===== src/rtl/cart_mapper_gen.sv =====
// MSX ROM cartridge bank mapper (nomapper/Konami/SCC/ASCII8/ASCII16) with a registered
// request/ready handshake. Define CART_MAPPER_SRAM_EN to enable ASCII8/16 SRAM windows.
module cart_mapper_gen #(
  parameter int ADDR_WIDTH = 25,
  parameter int BANK_BITS  = 8,
  parameter int SRAM_AW    = 13
) (
  input  logic                  clk,
  input  logic                  reset_n,
  input  logic [2:0]            mapper,
  input  logic [3:0]            offset,
  input  logic [ADDR_WIDTH-1:0] rom_size,
  input  logic [15:0]           addr,
  input  logic [7:0]            d_from_cpu,
  input  logic                  wr,
  input  logic                  rd,
  input  logic                  SLTSL_n,
  output logic [ADDR_WIDTH-1:0] mem_addr,
  output logic                  mem_rd,
  output logic                  mem_we,
  output logic                  mem_sram,
  input  logic                  mem_ready,
  output logic                  wait_n
);

  localparam logic [1:0] ST_IDLE = 2'd0;
  localparam logic [1:0] ST_REQ  = 2'd1;
  localparam logic [1:0] ST_DONE = 2'd2;

  localparam logic [2:0] MAP_NONE    = 3'd1;
  localparam logic [2:0] MAP_KONAMI  = 3'd3;
  localparam logic [2:0] MAP_SCC     = 3'd4;
  localparam logic [2:0] MAP_ASCII8  = 3'd5;
  localparam logic [2:0] MAP_ASCII16 = 3'd6;

  localparam logic [ADDR_WIDTH-1:0] SRAM_MASK = ADDR_WIDTH'((64'd1 << SRAM_AW) - 64'd1);

  logic [1:0]            state;
  logic [2:0]            mode;
  logic [2:0]            mapper_q;
  logic                  init_q;
  logic                  rd_q, wr_q, rd_rise, wr_rise;
  logic [BANK_BITS-1:0]  bank    [4];
  logic [BANK_BITS-1:0]  bank_nv [4];
  logic [3:0]            bank_we;
  logic [7:0]            dv;
  logic [BANK_BITS-1:0]  wv, wv_even, wv_odd;
  logic [1:0]            win;
  logic                  in_window, addr_valid, sram_hit;
  logic                  start_rd, start_wr, start;
  logic [15:0]           nom_diff;
  logic [ADDR_WIDTH-1:0] rom_mask, map_full, next_addr;
`ifdef CART_MAPPER_SRAM_EN
  logic [3:0]            sram_flag;
`endif

  always_comb begin
    case (mapper)
      MAP_KONAMI, MAP_SCC, MAP_ASCII8, MAP_ASCII16: mode = mapper;
      default:                                      mode = MAP_NONE;
    endcase
  end

  assign rd_rise = rd & ~rd_q;
  assign wr_rise = wr & ~wr_q;

  // Bank register write decode
  always_comb begin
`ifdef CART_MAPPER_SRAM_EN
    dv = {1'b0, d_from_cpu[6:0]};
`else
    dv = d_from_cpu;
`endif
    wv      = dv[BANK_BITS-1:0];
    wv_even = {dv[BANK_BITS-2:0], 1'b0};
    wv_odd  = {dv[BANK_BITS-2:0], 1'b1};
    bank_we = '0;
    for (int unsigned i = 0; i < 4; i++) bank_nv[i] = wv;
    if (wr_rise && !SLTSL_n) begin
      case (mode)
        MAP_KONAMI: begin
          case (addr[15:13])
            3'd3: bank_we[1] = 1'b1;
            3'd4: bank_we[2] = 1'b1;
            3'd5: bank_we[3] = 1'b1;
            default: ;
          endcase
        end
        MAP_SCC: begin
          case (addr[15:11])
            5'b01010: bank_we[0] = 1'b1;
            5'b01110: bank_we[1] = 1'b1;
            5'b10010: bank_we[2] = 1'b1;
            5'b10110: bank_we[3] = 1'b1;
            default: ;
          endcase
        end
        MAP_ASCII8: begin
          if (addr[15:13] == 3'b011) bank_we[addr[12:11]] = 1'b1;
        end
        MAP_ASCII16: begin
          // A 16 KB page is two consecutive 8 KB windows
          bank_nv[0] = wv_even;
          bank_nv[1] = wv_odd;
          bank_nv[2] = wv_even;
          bank_nv[3] = wv_odd;
          if (addr[15:11] == 5'b01100) bank_we[1:0] = 2'b11;
          if (addr[15:11] == 5'b01110) bank_we[3:2] = 2'b11;
        end
        default: ;
      endcase
    end
  end

  always_comb begin
    win        = addr[14:13] - 2'd2;
    in_window  = (addr[15:14] == 2'b01) || (addr[15:14] == 2'b10);
    addr_valid = (mode == MAP_NONE) || in_window;
    rom_mask   = rom_size - ADDR_WIDTH'(1);
    nom_diff   = addr - {offset, 12'h000};
    map_full   = ADDR_WIDTH'({bank[win], addr[12:0]});
    sram_hit   = 1'b0;
`ifdef CART_MAPPER_SRAM_EN
    sram_hit   = ((mode == MAP_ASCII8) || (mode == MAP_ASCII16)) &&
                 (addr[15:14] == 2'b10) && sram_flag[win];
`endif
    if (sram_hit)               next_addr = map_full & SRAM_MASK;
    else if (mode == MAP_NONE)  next_addr = ADDR_WIDTH'(nom_diff) & rom_mask;
    else                        next_addr = map_full & rom_mask;
  end

  assign start_rd = rd_rise && !wr && !SLTSL_n && addr_valid;
  assign start_wr = wr_rise && !SLTSL_n && sram_hit;
  assign start    = (state == ST_IDLE) && (start_rd || start_wr);
  assign wait_n   = !((state == ST_REQ) || start);

  // Strobe history resets high so a strobe held across reset is not a new edge
  always_ff @(posedge clk or negedge reset_n) begin
    if (!reset_n) begin
      mapper_q <= '0;
      init_q   <= 1'b1;
      rd_q     <= 1'b1;
      wr_q     <= 1'b1;
      for (int unsigned i = 0; i < 4; i++) bank[i] <= BANK_BITS'(i);
`ifdef CART_MAPPER_SRAM_EN
      sram_flag <= '0;
`endif
    end else begin
      mapper_q <= mapper;
      init_q   <= 1'b0;
      rd_q     <= rd;
      wr_q     <= wr;
      if (init_q || (mapper != mapper_q)) begin
        for (int unsigned i = 0; i < 4; i++)
          bank[i] <= ((mode == MAP_KONAMI) || (mode == MAP_SCC)) ? BANK_BITS'(i) : '0;
`ifdef CART_MAPPER_SRAM_EN
        sram_flag <= '0;
`endif
      end else begin
        for (int unsigned i = 0; i < 4; i++) begin
          if (bank_we[i]) begin
            bank[i] <= bank_nv[i];
`ifdef CART_MAPPER_SRAM_EN
            if ((mode == MAP_ASCII8) || (mode == MAP_ASCII16)) sram_flag[i] <= d_from_cpu[7];
`endif
          end
        end
      end
    end
  end

`ifndef CART_MAPPER_SRAM_EN
  assign mem_we   = 1'b0;
  assign mem_sram = 1'b0;
`endif

  always_ff @(posedge clk or negedge reset_n) begin
    if (!reset_n) begin
      state    <= ST_IDLE;
      mem_addr <= '0;
      mem_rd   <= 1'b0;
`ifdef CART_MAPPER_SRAM_EN
      mem_we   <= 1'b0;
      mem_sram <= 1'b0;
`endif
    end else begin
      case (state)
        ST_IDLE: begin
          if (start) begin
            state    <= ST_REQ;
            mem_addr <= next_addr;
            mem_rd   <= start_rd;
`ifdef CART_MAPPER_SRAM_EN
            mem_we   <= start_wr;
            mem_sram <= sram_hit;
`endif
          end
        end
        ST_REQ: begin
          if (mem_ready) begin
            state  <= ST_DONE;
            mem_rd <= 1'b0;
`ifdef CART_MAPPER_SRAM_EN
            mem_we <= 1'b0;
`endif
          end
        end
        ST_DONE: begin
          if (!rd && !wr) state <= ST_IDLE;
        end
        default: state <= ST_IDLE;
      endcase
    end
  end

endmodule


===== config.mk =====
export PLATFORM = sky130hd
export DESIGN_NAME = cart_mapper_gen
export DESIGN_NICKNAME = d
export VERILOG_FILES = /design/src/rtl/cart_mapper_gen.sv
export SDC_FILE = /design/constraint.sdc
export NUM_CORES = 1
export LEC_CHECK = 0
export CAP_MARGIN = 30
export CORE_UTILIZATION = 30
export DETAILED_ROUTE_END_ITERATION = 6
export PLACE_DENSITY = 0.57
export SYNTH_ARGS = -nofsm -noshare
export SYNTH_HDL_FRONTEND = slang
export SYNTH_SLANG_ARGS = --single-unit

===== constraint.sdc =====
create_clock -name clk -period 3.2 [get_ports clk]
set_input_delay 0.64 -clock clk [delete_from_list [all_inputs] [get_ports clk]]
set_output_delay 0.64 -clock clk [all_outputs]
set_load 0.01 [all_outputs]

==> results of run 1 <==
logic make-up (layout without fill, tap and decap cells):
logic type / count (synthesis) / after routing / share of synthesized area
and+or+nand+nor: 141 / 141 / 0.2088
muxes: 50 / 50 / 0.1639
DFF: 62 / 62 / 0.4206
AOI/OAI and AO/OA: 41 / 41 / 0.08095
xor gates and xnor gates: 24 / 24 / 0.05666
other: 1 / 7 / 0.001011
buffers and inverters: 37 / 134 / 0.04924
adders and majority gates: 5 / 5 / 0.01889
cells in the final DEF (no fill, tap or decap), types with 4 or more instances in the layout:
cell / n
buf_12: 4
buf_4: 23
clkbuf_16: 9
clkdlybuf4s50_1: 79
conb_1: 7
dfrtp_1: 55
dfstp_2: 7
ha_1: 4
inv_1: 11
mux2_2: 16
mux2i_1: 27
mux4_2: 7
nand2_1: 44
nand2b_1: 4
nand3_1: 10
nand4_1: 5
nor2_1: 31
nor2b_1: 8
nor3_1: 4
nor4_1: 4
o21ai_0: 12
o31ai_1: 4
or4_1: 4
xnor2_1: 9
xor2_1: 15
path summary, 6_finish.rpt:
| path | end | start | slack [ns] |
|---|---|---|---|
| min reg2reg | mem_addr[6] | mem_addr[6] | 0.46 |
| min | bank[30] | reset_n | 0.29 |
| max reg2reg | bank[17] | wr_q | 0.94 |
| max | wait_n | rd | 0.12 |
| min in group clk | mem_addr[6] | mem_addr[6] | 0.46 |
| max in group asynchronous | rd_q | reset_n | 2.29 |
per-stage QoR:
step,total power [mW],util,instances
final,2.232,0.4247,611
after floorplan,1.091,-,367
after detailed placement,1.364,0.4019,595
after CTS,2.265,0.4243,611
after global placement,1.352,0.4002,594
after global routing,2.335,0.4247,611
routing by layer:
metal / up-vias / global-route usage / wire length (um)
li1: 1464 / - / -
met1: 1429 / 0.1991 / 4359
met2: 67 / 0.2597 / 4599
met3: 7 / 0.03374 / 418
met4: 0 / 0.03947 / 78
met5: - / 0 / 0
sequential cells by signal (all words and copies together) (netlist names):
| register | count |
|---|---|
| bank | 32 |
| mem_addr | 21 |
| mapper_q | 3 |
| state | 2 |
| init_q | 1 |
| mem_rd | 1 |
| rd_q | 1 |
| wr_q | 1 |
synthesized netlist by cell type (all sizes together), types with 2 or more instances:
cell    instances
nand2b          4
xor2           15
or4             6
nor2           31
nor2b           8
nor4b           2
buf            16
nor3            6
or2             3
xnor2           9
mux4            7
mux2           16
nand2          44
or4b            2
clkbuf         10
nand3          10
o211ai          3
mux2i          27
nand3b          3
inv            11
nor3b           4
a21oi           2
nor4            6
o31ai           4
or3b            3
nand4           5
ha              4
o21ai          17
dfrtp          55
dfstp           7
worst reg2reg max path, cell delays in order (launching register included):
cell and delay (ns):
dfstp_2 0.37, or3b_2 0.52, nor4b_4 0.24, buf_4 0.21
mux2_2 0.39, nor2b_1 0.16, mux2_2 0.27
report_power, final:
group	switching, mW	total (mW)	internal [mW]
combinational	0.207	0.455	0.248
sequential	0.0358	0.890	0.854
clock	0.363	0.887	0.524
total	0.605	2.23	1.63
final cells by class:
cell class	count	share of cell area
clock buffers	11	0.04562
clock inverters	5	0.007113
inverters	11	0.008094
multi-input cells	268	0.3917
flip-flops and latches	62	0.3059
well taps	147	0.03606
repair buffers	107	0.2055
==> run_results.csv, run 1 <==
group,metric,value,unit
status,status,"completed",
yosys,post_synth.cell_area_avg,10.28,sq um
power,powerDensity,437.5,nW/um^2
clock_tree,cts-root-buf,"clkbuf_16",
worst_setup_path,cp.depth,6,
clock_tree,cts_resized,0,
timing,finalHoldViolations,0,
worst_setup_path,worstSetupPathType,"primary input to primary output",
drt,drtPass1Iterations,4,
hold_path,hold_class,"primary input to asynchronous set/reset pin",
clock_tree,clockBufferDepth,2,
finish,fillers,1203,
drt,num_vias,2967,
placement,place.port_buffers,80,
floorplanning,placementRows,40,
worst_setup_path,crit_slowest_cell,"clkdlybuf4s50_1",
yosys,synth.area.top_cells,"dfrtp_1 37%, mux2i_1 7.3%, dfstp_2 5.0%",
floorplanning,core_area,12010,sq um
yosys,synth_top_area_share,0.3710,
timing,drv_slew,0,
finish,antenna_cells,0,
power,p_leak,2.070,nW
floorplanning,die_w,113.2,um
worst_setup_path,cpPeakStageDelay,0.49,ns
timing,max_slew.worst_pin.slew,0.7228,ns
worst_setup_path,path_delay_family,"buffers and inverters",
worst_setup_path,path_cells,"clkdlybuf4s50_1 > or4b_1 > nor3_2 > o21a_1 > nor2_1 > clkdlybuf4s50_1",
placement,dpl.hpwl,7230,um
global_route,globalRouteOverflowTotal,0,
finish,syn_to_final_growth,37.50,%
yosys,synth_edf_count,0,
timing,finalSetupViolCount,0,
floorplanning,ioPinCount,91,
yosys,netlist_instances,361,
global_route,grt_pass1_vias,2962,
worst_setup_path,endpoint_kind,"primary output",
yosys,ys_types,64,
global_route,grt_antenna_before_repair,0,
clock_tree,hold_buffers,0,
worst_setup_path,worst_r2r_path_depth,6,
placement,gp_congestion,0.7749,
yosys,syn_area,3710,sq um
timing,post-route-min-period,3.080,ns
placement,dpl_cell_area,4827,sq um
global_route,grt_max_degree,35,
floorplanning,chipHeight,113.2,um
worst_setup_path,critPathLaunchType,"primary input",
clock_tree,cts_tree,"done",
clock_tree,cts_max_level,3,
finish,fin_nets,526,
clock_tree,cts_made_buffers,9,
clock_tree,insertion_delay,0.33,ns
yosys,synth-seq-area-share,0.4206,
drt,wl_per_cell,15.47,um
timing,fmax,0.3247,GHz
timing,finalCritPeriodShare,0.9623,
drt,drt_iter0_drc,97,
drt,via_per_inst,4.856,
clock_tree,numClockSinks,62,
finish,drive_gt1_frac,0.1918,
clock_tree,path_clk_slew,0.06,ns
run,maxCapViolCount,0,
global_route,grt_use_total,0.1537,
power,ir_worst_vdd,223.5,uV
yosys,yosys.area.top_type,"dfrtp_1",
timing,setup_slack,0.1205,ns
timing,rsz0062_at_grt,"no",
clock_tree,cts_setup_buffers,0,
finish,multiInputGateArea,1998,sq um
drt,drt-total-wl,9455,um
yosys,yosys_register_bits,62,
yosys,ys_warn_count,0,
drt,antenna_left,0,
worst_setup_path,path_common_cell,"clkdlybuf4s50_1",
worst_setup_path,crit_arrival,2.44,ns
timing,fin_skew,0.008027,ns
finish,regArea,1560,sq um
worst_setup_path,worstPathRequired,2.56,ns
yosys,ys_async_sr_fraction,1.000,
yosys,synth_flop_cell,"dfrtp_1",
timing,fin_hold_ws,0.2911,ns
timing,fin_setup_tns,0,ns
floorplanning,dieArea,12810,sq um
worst_setup_path,critical_path.max_fanout,3,
floorplanning,initial_utilization,0.3089,
drt,drc,0,
global_route,grt_pass1_wl,15320,um
placement,pre_cts_ws,0.03208,ns
worst_setup_path,worstPathBufferInverterCount,2,
finish,design_area,5101,sq um
timing,slew-limit-headroom,0.5180,
(Power assumes the default switching activity.)
==> inputs of run 2 (changes only) <==
--- a/config.mk
+++ b/config.mk
@@ -8,6 +8,7 @@
 export CAP_MARGIN = 30
 export CORE_UTILIZATION = 30
 export DETAILED_ROUTE_END_ITERATION = 6
+export GPL_TIMING_DRIVEN = 0
 export PLACE_DENSITY = 0.57
 export SYNTH_ARGS = -nofsm -noshare
 export SYNTH_HDL_FRONTEND = slang
==> run_results.csv, run 2 (synthesis gave the netlist of run 1 again) <==
group,metric,value,unit
finish,largest_reg_flops,32,
placement,place.port_buffers,79,
clock_tree,cts-root-buf,"clkbuf_16",
timing,slew-limit-headroom,0.4487,
timing,finalCritPeriodShare,0.9610,
drt,drt_iter0_drc,136,
finish,fillers,1195,
clock_tree,cts_max_level,3,
clock_tree,path_clk_slew,0.06,ns
finish,fin_cells,612,
status,status,"completed",
finish,multiInputGateArea,2022,sq um
drt,drtPass1Iterations,4,
finish,fin_nets,527,
timing,rsz0062_at_grt,"no",
power,ir_worst_vdd,258.7,uV
clock_tree,clockBufferDepth,2,
floorplanning,die_w,113.2,um
worst_setup_path,endpoint_kind,"primary output",
worst_setup_path,startpoint,"rd",
global_route,grt_pass1_wl,15300,um
drt,wl_per_cell,15.52,um
timing,fmax,0.3252,GHz
finish,postLayoutCoreUtil,0.4232,
drt,drc,0,
timing,finalSetupViolCount,0,
global_route,globalRouteOverflowTotal,0,
floorplanning,chipHeight,113.2,um
floorplanning,dieArea,12810,sq um
power,finalPower,2.332,mW
worst_setup_path,critPathLaunchType,"primary input",
clock_tree,cts_tree,"done",
finish,regMostFlops,"bank",
finish,top_regs,"bank x32, mem_addr x21, mapper_q x3",
drt,num_vias,3028,
timing,fin_setup_tns,0,ns
finish,syn_to_final_growth,37.03,%
clock_tree,hold_buffers,0,
clock_tree,cts_made_buffers,9,
drt,antenna_left,0,
floorplanning,ioPinCount,91,
drt,drt-total-wl,9498,um
placement,place_inst,593,
timing,fin_hold_ws,0.3980,ns
global_route,grt_max_degree,63,
placement,gp_congestion,0.8201,
power,powerDensity,458.6,nW/um^2
finish,regArea,1560,sq um
worst_setup_path,worstSetupPathType,"primary input to primary output",
global_route,grt_pass1_vias,3032,
timing,post-route-min-period,3.075,ns
placement,dpl.hpwl,6947,um
worst_setup_path,crit_arrival,2.44,ns
timing,finalHoldViolations,0,
finish,drive_gt1_frac,0.1828,
global_route,grt_use_total,0.1535,
floorplanning,placementRows,40,
timing,max_slew.worst_pin.slew,0.8270,ns
power,p_leak,2.073,nW
floorplanning,core_area,12010,sq um
finish,antenna_cells,0,
hold_path,hold_class,"primary input to asynchronous set/reset pin",
worst_setup_path,critical_path.max_fanout,4,
global_route,grt_antenna_before_repair,0,
worst_setup_path,reg2reg_from,"wr_q",
timing,fin_skew,0.01135,ns
run,maxCapViolCount,0,
clock_tree,insertion_delay,0.33,ns
drt,via_per_inst,4.948,
timing,drv_slew,0,
floorplanning,initial_utilization,0.3089,
finish,final_common_cell,"clkdlybuf4s50_1",
clock_tree,numClockSinks,62,
finish,final_cell_mix,"76 x clkdlybuf4s50_1, 55 x dfrtp_1, 43 x nand2_1",
worst_setup_path,worstPathRequired,2.56,ns
-- run 2: cell count changes in the layout (fill, tap and decap cells not counted), sizes merged --
cell | before | now
clkinv | 2 | 3
buf | 28 | 20
clkdlybuf4s50 | 79 | 76
dlygate4sd2 | 0 | 2
inv | 11 | 14
bufinv | 0 | 1
clkinvlp | 3 | 0
clkbuf | 11 | 19
-- run 2: final cells by class --
class / instances / share of cell area
tap: 147 / 0.03618
clock inverter: 7 / 0.01551
clock buffer: 9 / 0.04430
multi-input combinational: 268 / 0.3977
inverter: 11 / 0.008122
buffer: 26 / 0.03224
sequential: 62 / 0.3069
timing repair buffer: 82 / 0.1590
-- run 2: worst max-delay path: stages --
cell and delay, ns:
clkdlybuf4s50_1 0.52, or4b_4 0.49, nor3_4 0.17, o21a_1 0.19, buf_6 0.12, nor2_1 0.04
dlygate4sd2_1 0.28
-- run 2: report_power, final --
| group | switching [mW] | internal [mW] |
|---|---|---|
| logic | 0.209 | 0.242 |
| clock network | 0.379 | 0.612 |
| registers | 0.0354 | 0.854 |
-- run 2: final timing paths --
| path | cells after the start | endpoint | slack (ns) |
|---|---|---|---|
| max reg2reg | 5 | bank[17] | 0.77 |
| max in group asynchronous | 1 | mem_addr[11] | 2.27 |
| min reg2reg | 2 | mem_addr[5] | 0.47 |
| min in group clk | 2 | mem_addr[5] | 0.47 |
| max | 7 | wait_n | 0.12 |
| min | 1 | bank[28] | 0.40 |
-- run 2: repair_timing --
| item | 4_1_cts | 5_1_grt |
|---|---|---|
| setup endpoints to repair | 1 | 1 |
| buffers inserted | 2 | 1 |
| pin swaps | 1 | 1 |
| gates resized for setup | 15 | 0 |
| cloned | 0 | 0 |
-- run 2: metal layers --
metal  track usage  vias up  routed length [um]
met3       0.03321        4                 469
met5             0        -                   0
met4       0.04035        0                  63
met2        0.2638       89                4647
li1              -     1468                   -
met1        0.1949     1467                4318
-- run 2: stage by stage --
stage | instance area (sq um) | worst slack, ns
floorplan | 3732 | 0.6421
global placement | 4707 | -0.7187
detailed placement | 4705 | -0.7421
CTS | 5076 | 0.02611
global route | 5084 | 0.03732
finish | 5084 | 0.1247
